$ cat src/rtl/motor_pkg.sv
// Shared encodings for the motor scheduler: FSM states, travel direction
// and requester identity.
package motor_pkg;

  typedef enum logic [2:0] {
    SM_SCHED_IDLE   = 3'd0,
    SM_SCHED_DEAD   = 3'd1,
    SM_SCHED_RUN_UP = 3'd2,
    SM_SCHED_RUN_DN = 3'd3,
    SM_SCHED_FAULT  = 3'd4
  } sched_state_e;

  localparam logic DIR_UP = 1'b1;
  localparam logic DIR_DN = 1'b0;

  localparam logic OWN_LOCAL  = 1'b0;
  localparam logic OWN_REMOTE = 1'b1;

endpackage

$ cat src/rtl/motor_sched_if.sv
// Arbitration link between the scheduler and its round-robin picker.
// Level semantics, no handshake: candidates and last_grant are valid every
// cycle, and the one-hot pick answers them combinationally in the same cycle.
interface motor_sched_if;
  logic cand_local;
  logic cand_remote;
  logic last_grant;
  logic pick_local;
  logic pick_remote;

  modport master (
    output cand_local, cand_remote, last_grant,
    input  pick_local, pick_remote
  );

  modport slave (
    input  cand_local, cand_remote, last_grant,
    output pick_local, pick_remote
  );
endinterface

$ cat src/rtl/motor_rr_arb2.sv
// Two-requester round-robin picker: a lone candidate wins, a tie goes to the
// requester that was not granted last. Purely combinational.
module motor_rr_arb2
  import motor_pkg::*;
(
  motor_sched_if.slave arb
);

  always_comb begin
    arb.pick_local  = 1'b0;
    arb.pick_remote = 1'b0;
    if (arb.cand_local && arb.cand_remote) begin
      arb.pick_local  = (arb.last_grant == OWN_REMOTE);
      arb.pick_remote = (arb.last_grant == OWN_LOCAL);
    end else begin
      arb.pick_local  = arb.cand_local;
      arb.pick_remote = arb.cand_remote;
    end
  end

endmodule

$ cat src/rtl/motor_sched.sv
// Motor scheduler: arbitrates local/remote run requests onto one up/down
// drive with dead time, abort, run timeout and a latched fault state.
module motor_sched #(
  parameter int DEAD_CYC    = 8,
  parameter int DEAD_W      = 4,
  parameter int TIMEOUT_CYC = 50000,
  parameter int TIMEOUT_W   = 16
) (
  input  logic       clk,
  input  logic       rst_n,
  input  logic       req_local,
  input  logic       dir_local,
  input  logic       req_remote,
  input  logic       dir_remote,
  input  logic       stop,
  input  logic       up_limit,
  input  logic       dn_limit,
  input  logic       fault_clr,
  output logic       motor_up_q,
  output logic       motor_dn_q,
  output logic       grant_local,
  output logic       grant_remote,
  output logic       fault,
  output logic [2:0] sched_state
);
  import motor_pkg::*;

  localparam logic [DEAD_W-1:0]    DEAD_INIT = DEAD_W'(DEAD_CYC - 1);
  localparam logic [TIMEOUT_W-1:0] RUN_LAST  = TIMEOUT_W'(TIMEOUT_CYC - 1);

  sched_state_e          state_q, state_d;
  logic [DEAD_W-1:0]     dead_q, dead_d;
  logic [TIMEOUT_W-1:0]  run_q, run_d;
  logic                  last_q, last_d;
  logic                  owner_q, owner_d;
  logic                  dir_q, dir_d;
  logic                  motor_up_d, motor_dn_d;
  logic                  grant_local_q, grant_local_d;
  logic                  grant_remote_q, grant_remote_d;
  logic                  fault_q, fault_d;

  logic sensor_fault;
  logic owner_req;
  logic travel_limit;

  motor_sched_if u_arb_if ();

  assign sensor_fault = up_limit && dn_limit;
  assign owner_req    = (owner_q == OWN_REMOTE) ? req_remote : req_local;
  assign travel_limit = (dir_q == DIR_DN) ? dn_limit : up_limit;

  // A request is only a candidate if its own travel limit is clear.
  assign u_arb_if.cand_local  = !stop && req_local &&
                                !((dir_local == DIR_UP) ? up_limit : dn_limit);
  assign u_arb_if.cand_remote = !stop && req_remote &&
                                !((dir_remote == DIR_UP) ? up_limit : dn_limit);
  assign u_arb_if.last_grant  = last_q;

  motor_rr_arb2 u_arb (
    .arb (u_arb_if)
  );

  always_ff @(posedge clk or negedge rst_n) begin
    if (!rst_n) begin
      state_q        <= SM_SCHED_IDLE;
      dead_q         <= '0;
      run_q          <= '0;
      last_q         <= OWN_REMOTE;
      owner_q        <= OWN_LOCAL;
      dir_q          <= DIR_DN;
      motor_up_q     <= 1'b0;
      motor_dn_q     <= 1'b0;
      grant_local_q  <= 1'b0;
      grant_remote_q <= 1'b0;
      fault_q        <= 1'b0;
    end else begin
      state_q        <= state_d;
      dead_q         <= dead_d;
      run_q          <= run_d;
      last_q         <= last_d;
      owner_q        <= owner_d;
      dir_q          <= dir_d;
      motor_up_q     <= motor_up_d;
      motor_dn_q     <= motor_dn_d;
      grant_local_q  <= grant_local_d;
      grant_remote_q <= grant_remote_d;
      fault_q        <= fault_d;
    end
  end

  always_comb begin
    state_d = state_q;
    dead_d  = dead_q;
    run_d   = run_q;
    last_d  = last_q;
    owner_d = owner_q;
    dir_d   = dir_q;
    if (sensor_fault) begin
      state_d = SM_SCHED_FAULT;
    end else begin
      case (state_q)
        SM_SCHED_IDLE: begin
          if (u_arb_if.pick_local || u_arb_if.pick_remote) begin
            state_d = SM_SCHED_DEAD;
            dead_d  = DEAD_INIT;
            owner_d = u_arb_if.pick_remote ? OWN_REMOTE : OWN_LOCAL;
            last_d  = u_arb_if.pick_remote ? OWN_REMOTE : OWN_LOCAL;
            dir_d   = u_arb_if.pick_remote ? dir_remote : dir_local;
          end
        end
        SM_SCHED_DEAD: begin
          if (stop || !owner_req) begin
            state_d = SM_SCHED_IDLE;
          end else if (dead_q == '0) begin
            state_d = (dir_q == DIR_UP) ? SM_SCHED_RUN_UP : SM_SCHED_RUN_DN;
            run_d   = '0;
          end else begin
            dead_d = dead_q - DEAD_W'(1);
          end
        end
        SM_SCHED_RUN_UP, SM_SCHED_RUN_DN: begin
          if (travel_limit || stop || !owner_req) begin
            state_d = SM_SCHED_IDLE;
          end else if (run_q == RUN_LAST) begin
            state_d = SM_SCHED_FAULT;
          end else begin
            run_d = run_q + TIMEOUT_W'(1);
          end
        end
        SM_SCHED_FAULT: begin
          if (fault_clr) begin
            state_d = SM_SCHED_IDLE;
          end
        end
        default: state_d = SM_SCHED_IDLE;
      endcase
    end
  end

  // Outputs are decoded from the next state so they register with it.
  always_comb begin
    motor_up_d     = (state_d == SM_SCHED_RUN_UP);
    motor_dn_d     = (state_d == SM_SCHED_RUN_DN);
    grant_local_d  = 1'b0;
    grant_remote_d = 1'b0;
    if (state_d == SM_SCHED_DEAD || state_d == SM_SCHED_RUN_UP ||
        state_d == SM_SCHED_RUN_DN) begin
      grant_local_d  = (owner_d == OWN_LOCAL);
      grant_remote_d = (owner_d == OWN_REMOTE);
    end
    fault_d = (state_d == SM_SCHED_FAULT);
  end

  assign grant_local  = grant_local_q;
  assign grant_remote = grant_remote_q;
  assign fault        = fault_q;
  assign sched_state  = state_q;

endmodule

$ cat config.mk
export PLATFORM = sky130hd
export DESIGN_NAME = motor_sched
export DESIGN_NICKNAME = d
export VERILOG_FILES = /design/src/rtl/motor_pkg.sv /design/src/rtl/motor_sched_if.sv /design/src/rtl/motor_rr_arb2.sv /design/src/rtl/motor_sched.sv
export SDC_FILE = /design/constraint.sdc
export NUM_CORES = 1
export LEC_CHECK = 0
export CAP_MARGIN = 40
export CORE_UTILIZATION = 50
export DETAILED_ROUTE_END_ITERATION = 8
export PLACE_DENSITY = 0.75
export SLEW_MARGIN = 30
export SYNTH_ARGS = -nofsm -noshare
export SYNTH_HDL_FRONTEND = slang
export SYNTH_HIERARCHICAL = 1
export SYNTH_SLANG_ARGS = --single-unit
$ cat constraint.sdc
create_clock -name clk -period 2.1 [get_ports clk]
set_clock_uncertainty 0.05 [all_clocks]
set_input_delay 0.525 -clock clk [delete_from_list [all_inputs] [get_ports clk]]
set_output_delay 0.525 -clock clk [all_outputs]
set_load 0.02 [all_outputs]
# --- Word-level counts from Yosys, hierarchy flattened ---
# Cells that the tools add are included.
totals:
  n_memories: 0
  output_inout_bits: 8
  inputBits: 10
  elab_cells: 86
  latch_bits: 0
  ff_bits: 31
  rom_bits: 0
  ram_bits: 0
classes:
  bitwise: 3
  n_eq_ne: 15
  muxes: 31
  add_sub_neg: 2
  order_cmp: 0
  n_shift: 0
  div_mod_pow: 0
  reduce_logical: 24
  multipliers: 0
op_table:
  columns: ["operator", "n"]
  rows:
  - ["two-way mux 16 bit", 4]
  - ["one-hot mux 16 bit (2 select lines)", 1]
  - ["two-way mux 3 bit", 7]
  - ["adder 16 x 1 -> 16 bit (second input constant)", 1]
  - ["equality test 16 bit (second input constant)", 1]
  - ["two-way mux 1 bit", 14]
  - ["equality test 3 x 2 -> 1 bit (second input constant)", 4]
  - ["two-way mux 4 bit", 3]
  - ["inequality test 2 bit (second input constant)", 6]
  - ["one-hot mux 3 bit (4 select lines)", 1]
  - ["one-hot mux 4 bit (2 select lines)", 1]
  - ["equality test 3 x 1 -> 1 bit (second input constant)", 2]
  - ["equality test 3 bit (second input constant)", 2]
  - ["logical AND 1 bit", 6]
  - ["logical OR 1 bit", 6]
  - ["AND reduction 6 bit", 1]
  - ["AND reduction 5 bit", 1]
  - ["zero test 1 bit", 4]
  - ["zero test 4 bit", 1]
  - ["nonzero test 2 bit", 2]
  - ["subtractor 4 x 1 -> 4 bit (second input constant)", 1]
  - ["zero test 3 bit", 1]
  - ["inverter 1 bit", 3]
  - ["AND reduction 3 bit", 1]
  - ["OR reduction 2 bit", 1]

# --- Depth between registers and ports, before layout ---
# Gate-level depths: netlist of the first run.
logic_depth:
  ltp_word: 13
  depth_mapped: 8
  depth_no_buf: 8

# --- Cells and area by module ---
# Netlist of the first run, hierarchy kept.
modules_own_cells:
  columns: ["mod", "area_per_inst_um2", "cells_per_inst", "instances", "seq_area_each_um2"]
  rows:
  - ["motor_sched", 1699.1, 178, 1, 777.0]
  - ["motor_rr_arb2", 18.8, 3, 1, 0.0]

# --- Least setup slack after synthesis of the first run ---
# Ideal clock, no wire load.
synth_timing:
  path_kind: "input to register"
  from: "in dir_remote"
  to: "reg dead_q[0]"
  n_path_buf: 0
  stages: 8
  setup_ns: 0.127
  setup_slack_ns: -0.385
  t_required_ns: 1.923
  t_arrival_ns: 2.307
  cell_sequence: "mux2_2 > nor3b_1 > a21boi_1 > nor2_1 > nor4_1 > a31o_2 > and3_1 > mux2_1"
synth_via:
  elab_chain_len: 8
  elab_cells_between_ends: 9
  cone_classes: "eq/ne (1); mux (3); reduce/logical (5)"
synth_rtl:
  columns: ["element", "line", "source"]
  rows:
  - ["start: declaration", "motor_sched.sv:14", "input logic dir_remote,"]
  - ["two-way mux 1 bit (*)", "motor_sched.sv:56", "!((dir_remote == DIR_UP) ? up_limit : dn_limit);"]
  - ["zero test 1 bit (*)", "motor_sched.sv:56", null]
  - ["logical AND 1 bit (*)", "motor_sched.sv:55", "assign u_arb_if.cand_remote = !stop && req_remote &&"]
  - ["via u_arb_if.cand_remote", "motor_sched_if.sv:6", "logic cand_remote;"]
  - ["logical AND 1 bit", "motor_rr_arb2.sv:12", "if (arb.cand_local && arb.cand_remote) begin"]
  - ["two-way mux 1 bit (*)", "motor_rr_arb2.sv:12", null]
  - ["via u_arb_if.pick_remote", "motor_sched_if.sv:9", "logic pick_remote;"]
  - ["logical OR 1 bit (*)", "motor_sched.sv:103", "if (u_arb_if.pick_local || u_arb_if.pick_remote) begin"]
  - ["inequality test 2 bit (no source line) (*)", null, null]
  - ["AND reduction 5 bit (no source line) (*)", null, null]
  - ["end signal: assignment", "motor_sched.sv:66", "dead_q <= '0;"]
  - ["end signal: assignment", "motor_sched.sv:78", "dead_q <= dead_d;"]
  - ["end: declaration", "motor_sched.sv:32", "logic [DEAD_W-1:0] dead_q, dead_d;"]
# The timed path passes the listed nets; every way through them passes the cells marked *.
# A chain may end at the register's enable or synchronous reset.

# --- Worst setup path in the final report of the first run ---
# Ends and elaborated chain as after synthesis.

==> results of run 1 <==
==> power groups by stage <==
stage	registers (mW)	logic, mW	clock network, mW
2_1_floorplan	0.688	0.115	0
3_3_place_gp	0.679	0.239	0
3_5_place_dp	0.684	0.252	0
4_1_cts	0.677	0.271	0.340
5_1_grt	0.680	0.314	0.369
6_report	0.677	0.297	0.339
==> placed cells by master, fill, tap and decap left out, types with 7 or more instances in the layout <==
master / n
buf_4: 39
dfrtp_1: 28
nand2_1: 19
o21ai_1: 13
a21oi_2: 13
nor2_1: 9
or3_4: 8
buf_6: 8
clkdlybuf4s50_1: 8
nand4_1: 7
==> per-layer routing <==
layer	up-vias	global-route usage, %	routed length (µm)
met5	-	0	0
met4	0	6.49	95
met3	14	5.12	298
met2	65	49.9	2780
met1	857	35.3	2070
li1	802	-	-
==> sequential cells by signal, summed over array words and instances, names as in the netlist <==
signal and cells:
run_q 16, dir_q 1, dead_q 4, last_q 1
motor_up_q 1, grant_remote 1, motor_dn_q 1, owner_q 1
sched_state 3, grant_local 1, fault 1
==> worst min-delay path, stage by stage <==
cell and delay (ps):
buf_6 70, mux2i_1 90, o21ai_1 150
==> cells by family (layout without fill, tap and decap cells) <==
group,Yosys count,after routing,share of synthesized area (%)
DFF,31,31,45.2
and+or+nand+nor,83,83,28.8
AOI/OAI and AO/OA,46,46,16.3
muxes,9,9,5.61
buffers and inverters,10,76,2.62
adders and majority gates,2,2,1.46
==> final timing paths <==
kind | from | endpoint | slack, ps | cells after the start
max in group asynchronous | rst_n | last_q$_DFFE_PN1P_ | 1140 | 2
min reg2reg | run_q[7]$_DFFE_PN0P_ | run_q[7]$_DFFE_PN0P_ | 540 | 2
min | dir_remote | dir_q$_DFFE_PN0P_ | 510 | 3
min in group asynchronous | rst_n | run_q[7]$_DFFE_PN0P_ | 540 | 2
max | dir_remote | dead_q[0]$_DFFE_PN0P_ | -30 | 9
max reg2reg | dir_q$_DFFE_PN0P_ | run_q[15]$_DFFE_PN0P_ | 10 | 6
==> timing repair <==
action	4_1_cts	5_1_grt
buffers inserted	6	0
cloned	0	1
pin swaps	10	32
endpoints found under the setup margin	25	23
gates resized for setup	34	37
==> metrics by stage <==
stage               cells  TNS [ps]  area, µm²  power, mW  utilization, %
floorplan             181      -457       1770      0.803               -
global placement      276    -14180       2280      0.919            72.2
detailed placement    276    -15990       2280      0.936            72.2
CTS                   290      -164       2410       1.29            76.3
global route          291      -494       2580       1.36            81.9
finish                291     -60.4       2580       1.31            81.9
==> cell type report <==
| type | count | share of cell area, % |
|---|---|---|
| inverters | 5 | 0.726 |
| repair buffers | 63 | 21.7 |
| well taps | 44 | 2.13 |
| clock inverters | 2 | 0.484 |
| flip-flops and latches | 31 | 30.2 |
| clock buffers | 6 | 1.60 |
| multi-input cells | 140 | 43.2 |
==> results.py, run 1 <==
metrics = {
    "synthesis": {
        "synthCells": 181,
        "yosys_warnings": 6,
        "yosysMostFrequentCell": "dfrtp_1",
        "synth_edf_count": 0,
        "synth_cell_types": 42,
        "avgSynthCellArea_um2": 9.49,
        "synth_fp_nets": 193,
        "synthTopCellsByCount": "dfrtp_1 (30), nand2_1 (19), a21oi_1 (16)",
        "syn-cell-area_um2": 1720,
        "synthTopCellsByArea": "dfrtp_1 (44%), a21oi_1 (4.7%), o21ai_1 (4.4%)",
        "yosysTopAreaCellShare_pct": 43.7,
        "async_flop_share_pct": 100,
        "ys_ff_latch": 31,
        "yosysSeqAreaShare_pct": 45.2,
        "synth_ff_type": "dfrtp_1",
        "yosysTopAreaCell": "dfrtp_1",
    },
    "route": {
        "wl_um": 5240,
        "wl_per_cell_um": 18.0,
        "firstDrtPassIters": 4,
        "drt_iter0_markers": 113,
        "drt.antenna.violating_nets": 0,
        "drc_errors": 0,
        "via_per_inst": 5.97,
        "num_vias": 1738,
    },
    "timing": {
        "maxSlewViolCount": 0,
        "finalSetupViolCount": 2,
        "worstMarginPinSlew_ps": 614,
        "slew_headroom_pct": 59.0,
        "hold_viol_final": 0,
        "period_share_pct": 102,
        "rsz0062_at_grt": "true",
        "whs_ps": 506,
        "timing.final.crit_period_ps": 2130,
        "max_clock_freq_ghz": 0.469,
        "fin_ws_ps": -32.4,
    },
    "power_and_ir_drop": {
        "p_int_mw": 0.920,
        "leakagePower_nw": 1.15,
        "p_clk_share_pct": 25.8,
        "combPwrFrac_pct": 22.6,
        "p_per_area_nw_per_um2": 508,
        "seq_power_share_pct": 51.6,
        "switching_share_pct": 30.0,
        "ir_worst_vdd_mv": 0.360,
        "switching_power_mw": 0.393,
    },
    "grt": {
        "grt_max_degree": 32,
        "grtUsageTotal_pct": 28.0,
        "grt_pass1_wl_um": 7420,
        "overflow": 0,
        "grt_antenna_before_repair": 0,
        "grt_pass1_vias": 1594,
    },
    "critical_path": {
        "max_stage_delay_ps": 300,
        "worstSetupPathType": "primary input to flip-flop",
        "arrival_ps": 2300,
        "start_kind": "primary input",
        "critPathTopFamily": "simple AND/OR/NAND/NOR gates",
        "slowest_stage": "mux2_4",
        "crit_path_end_kind": "flip-flop",
        "path_max_fanout": 3,
        "required_ps": 2270,
        "path_buf_inv": 1,
        "cpMostUsedCell": "mux2_4",
        "crit_chain": "buf_6 > mux2_4 > nor3b_4 > a21boi_4 > nor2_4 > nor4_2 > a31o_2 > and3_4 > mux2_4",
    },
    "clocking": {
        "clock_sinks": 31,
        "cts_tree": "done",
        "clk_transition_reported_paths_ps": 100,
        "cts_root_buffer": "clkbuf_4",
        "cts_made_buffers": 5,
        "clkLatencyLatePin_ps": 330,
        "cts-htree-levels": 2,
        "ctsHoldBuffers": 0,
        "cts.path.max_buffers": 2,
    },
    "cells_and_area": {
        "fillers": 192,
        "drive_gt1_share_pct": 44.1,
        "multi_input_area_um2": 1120,
        "antennaDiodeCount": 0,
        "syn2layout_area_growth_pct": 50.4,
        "fin_nets": 258,
        "regArea_um2": 779,
    },
    "flow_run": {
        "drv_cap": 0,
    },
    "status": {
        "violations": "negative setup slack",
        "status": "complete, but fails checks",
    },
    "place": {
        "portBuffers": 17,
        "dp_slack_ps": -787,
        "routabilityCongestion": 0.783,
        "hpwl_um": 3250,
    },
    "floorplanning": {
        "die_width_um": 60.6,
        "die_h_um": 60.6,
        "die_area_um2": 3670,
        "fp-row-count": 20,
        "initial_core_util_pct": 54.5,
        "io_pins": 18,
        "coreArea_um2": 3150,
    },
    "worst_hold_path": {
        "hold_class": "primary input to flip-flop",
    },
}
Power figures use the tool's default switching activity.
==> run 2, diff against run 1 <==
--- a/constraint.sdc
+++ b/constraint.sdc
@@ -4,2 +4,2 @@
 set_output_delay 0.525 -clock clk [all_outputs]
-set_load 0.02 [all_outputs]
+set_load 0.005 [all_outputs]
==> run 2 against run 1 <==
The run still ends with negative setup slack left. Largest cell class unchanged. Critical path depth is the same. Via count is the same. Global-route usage is essentially flat. Fmax shrank 0.16%. Sequential share of layout area is essentially flat. Core utilization is essentially flat. Die area is the same. Non-clock buffer count is the same. Clock power is essentially flat. Sequential power is essentially flat. Worst setup slack lost 3.4 ps. Flip-flop and latch count is the same.
==> results.py, run 2 (synthesis results as in run 1) <==
metrics = {
    "status": {
        "status": "complete, but fails checks",
        "violations": "negative setup slack",
    },
    "place": {
        "postPlaceCellArea_um2": 2280,
        "hpwl_um": 3250,
        "portBuffers": 17,
        "routabilityCongestion": 0.783,
    },
    "flow_run": {
        "drv_cap": 0,
    },
    "route": {
        "wl_per_cell_um": 18.0,
        "firstDrtPassIters": 4,
        "drc_errors": 0,
        "drt_iter0_markers": 100,
        "via_per_inst": 5.97,
        "wl_um": 5250,
        "drt.antenna.violating_nets": 0,
        "num_vias": 1738,
    },
    "clocking": {
        "clkLatencyLatePin_ps": 320,
        "clk_transition_reported_paths_ps": 100,
        "cts.path.max_buffers": 2,
        "ctsHoldBuffers": 0,
        "clock_sinks": 31,
        "cts_root_buffer": "clkbuf_4",
        "cts_made_buffers": 5,
        "cts-htree-levels": 2,
        "cts_tree": "done",
    },
    "grt": {
        "grt_pass1_vias": 1592,
        "overflow": 0,
        "grt_pass1_wl_um": 7410,
        "grt_max_degree": 32,
        "grtUsageTotal_pct": 27.9,
        "grt_antenna_before_repair": 0,
    },
    "worst_hold_path": {
        "holdPathStages": 3,
        "hold_class": "primary input to flip-flop",
    },
    "floorplanning": {
        "coreArea_um2": 3150,
        "io_pins": 18,
        "die_width_um": 60.6,
        "fp-row-count": 20,
        "die_area_um2": 3670,
        "die_h_um": 60.6,
        "initial_core_util_pct": 54.5,
    },
    "timing": {
        "whs_ps": 506,
        "finalSetupViolCount": 2,
        "timing.final.crit_period_ps": 2140,
        "max_clock_freq_ghz": 0.468,
        "slew_headroom_pct": 59.0,
        "fin_ws_ps": -35.8,
        "rsz0062_at_grt": "true",
        "worstMarginPinSlew_ps": 614,
        "hold_viol_final": 0,
        "maxSlewViolCount": 0,
        "period_share_pct": 102,
    },
    "critical_path": {
        "r2r_cells": 7,
        "crit_path_end_kind": "flip-flop",
        "critPathLaunch": "dir_remote",
        "start_kind": "primary input",
        "arrival_ps": 2300,
        "path_max_fanout": 3,
        "r2r_start": "dir_q$_DFFE_PN0P_",
        "worstSetupPathType": "primary input to flip-flop",
        "ff2ff_setup_slack_ps": 10,
        "cp-endpoint": "dead_q[0]$_DFFE_PN0P_",
        "regToRegEndpoint": "run_q[9]$_DFFE_PN0P_",
        "required_ps": 2270,
    },
    "cells_and_area": {
        "antennaDiodeCount": 0,
        "syn2layout_area_growth_pct": 50.3,
        "layout_common_cells": "buf_4 (39), dfrtp_1 (28), nand2_1 (19)",
        "fin_nets": 258,
        "mostFrequentLayoutCell": "buf_4",
        "largest_register_ffs": 16,
        "drive_gt1_share_pct": 44.1,
        "fillers": 193,
        "final_cell_area_um2": 2580,
        "top_register": "run_q",
    },
    "power_and_ir_drop": {
        "p_per_area_nw_per_um2": 505,
        "ir_worst_vdd_mv": 0.361,
        "leakagePower_nw": 1.13,
    },
}
## run 2: changes by cell type in the layout (fill, tap and decap cells not counted)
cell,change
dlymetal6s2s_1,-1
clkdlybuf4s50_1,+2
dlygate4sd2_1,-1
## run 2: worst min-delay path by stage
stage / startpoint / to / slack, ps
floorplan: rst_n / dead_q[0]$_DFFE_PN0P_ / 180
detailed placement: dir_q$_DFFE_PN0P_ / dir_q$_DFFE_PN0P_ / 480
global route: dir_remote / dir_q$_DFFE_PN0P_ / 500
finish: dir_remote / dir_q$_DFFE_PN0P_ / 510
global placement: dir_q$_DFFE_PN0P_ / dir_q$_DFFE_PN0P_ / 470
CTS: dir_remote / dir_q$_DFFE_PN0P_ / 440
## run 2: worst max-delay path: stages
cell and delay (ps):
buf_6 90, mux2_4 300, nor3b_4 210, a21boi_4 250, nor2_4 60, nor4_2 140, a31o_2 200, and3_4 220
mux2_4 300
## run 2: where the power goes
group / total, mW / leakage [nW] / switching (mW) / internal, mW
clock network: 0.338 / 0.0282 / 0.209 / 0.129
logic: 0.289 / 0.696 / 0.135 / 0.154
registers: 0.677 / 0.403 / 0.0392 / 0.638
## run 2: layout make-up
cell class                      count  area [µm²]  share of cell area (%)
Multi-Input combinational cell    140        1120                    43.2
Sequential cell                    31         779                    30.2
Timing Repair Buffer               63         559                    21.7
Tap cell                           44        55.1                    2.13
Clock buffer                        6        41.3                    1.60
Inverter                            5        18.8                   0.727
Clock inverter                      2        12.5                   0.484
## run 2: timing repair
action	4_1_cts	5_1_grt
endpoints found under the setup margin	23	24
hold endpoints to repair	0	0
pin swaps	10	32
resized for setup	31	38
gates cloned	0	1
buffers inserted	6	0
## run 2: metal layers
metal / up-vias / wire length (µm) / global-route usage, %
li1: 802 / - / -
met1: 858 / 2090 / 35.3
met4: 0 / 96 / 6.49
met2: 64 / 2780 / 49.8
met5: - / 0 / 0
met3: 14 / 276 / 5.12
## run 2: metrics by stage
stage / utilization (%) / setup TNS (ps) / power, mW / setup slack [ps] / std cells
after CTS: 76.3 / -164 / 1.28 / -88.0 / 290
after global routing: 81.9 / -493 / 1.36 / -95.0 / 291
final: 81.9 / -67.3 / 1.30 / -35.8 / 291
after global placement: 72.2 / -14180 / 0.909 / -695 / 276
after detailed placement: 72.2 / -15990 / 0.926 / -787 / 276
after floorplan: - / -456 / 0.794 / -236 / 181
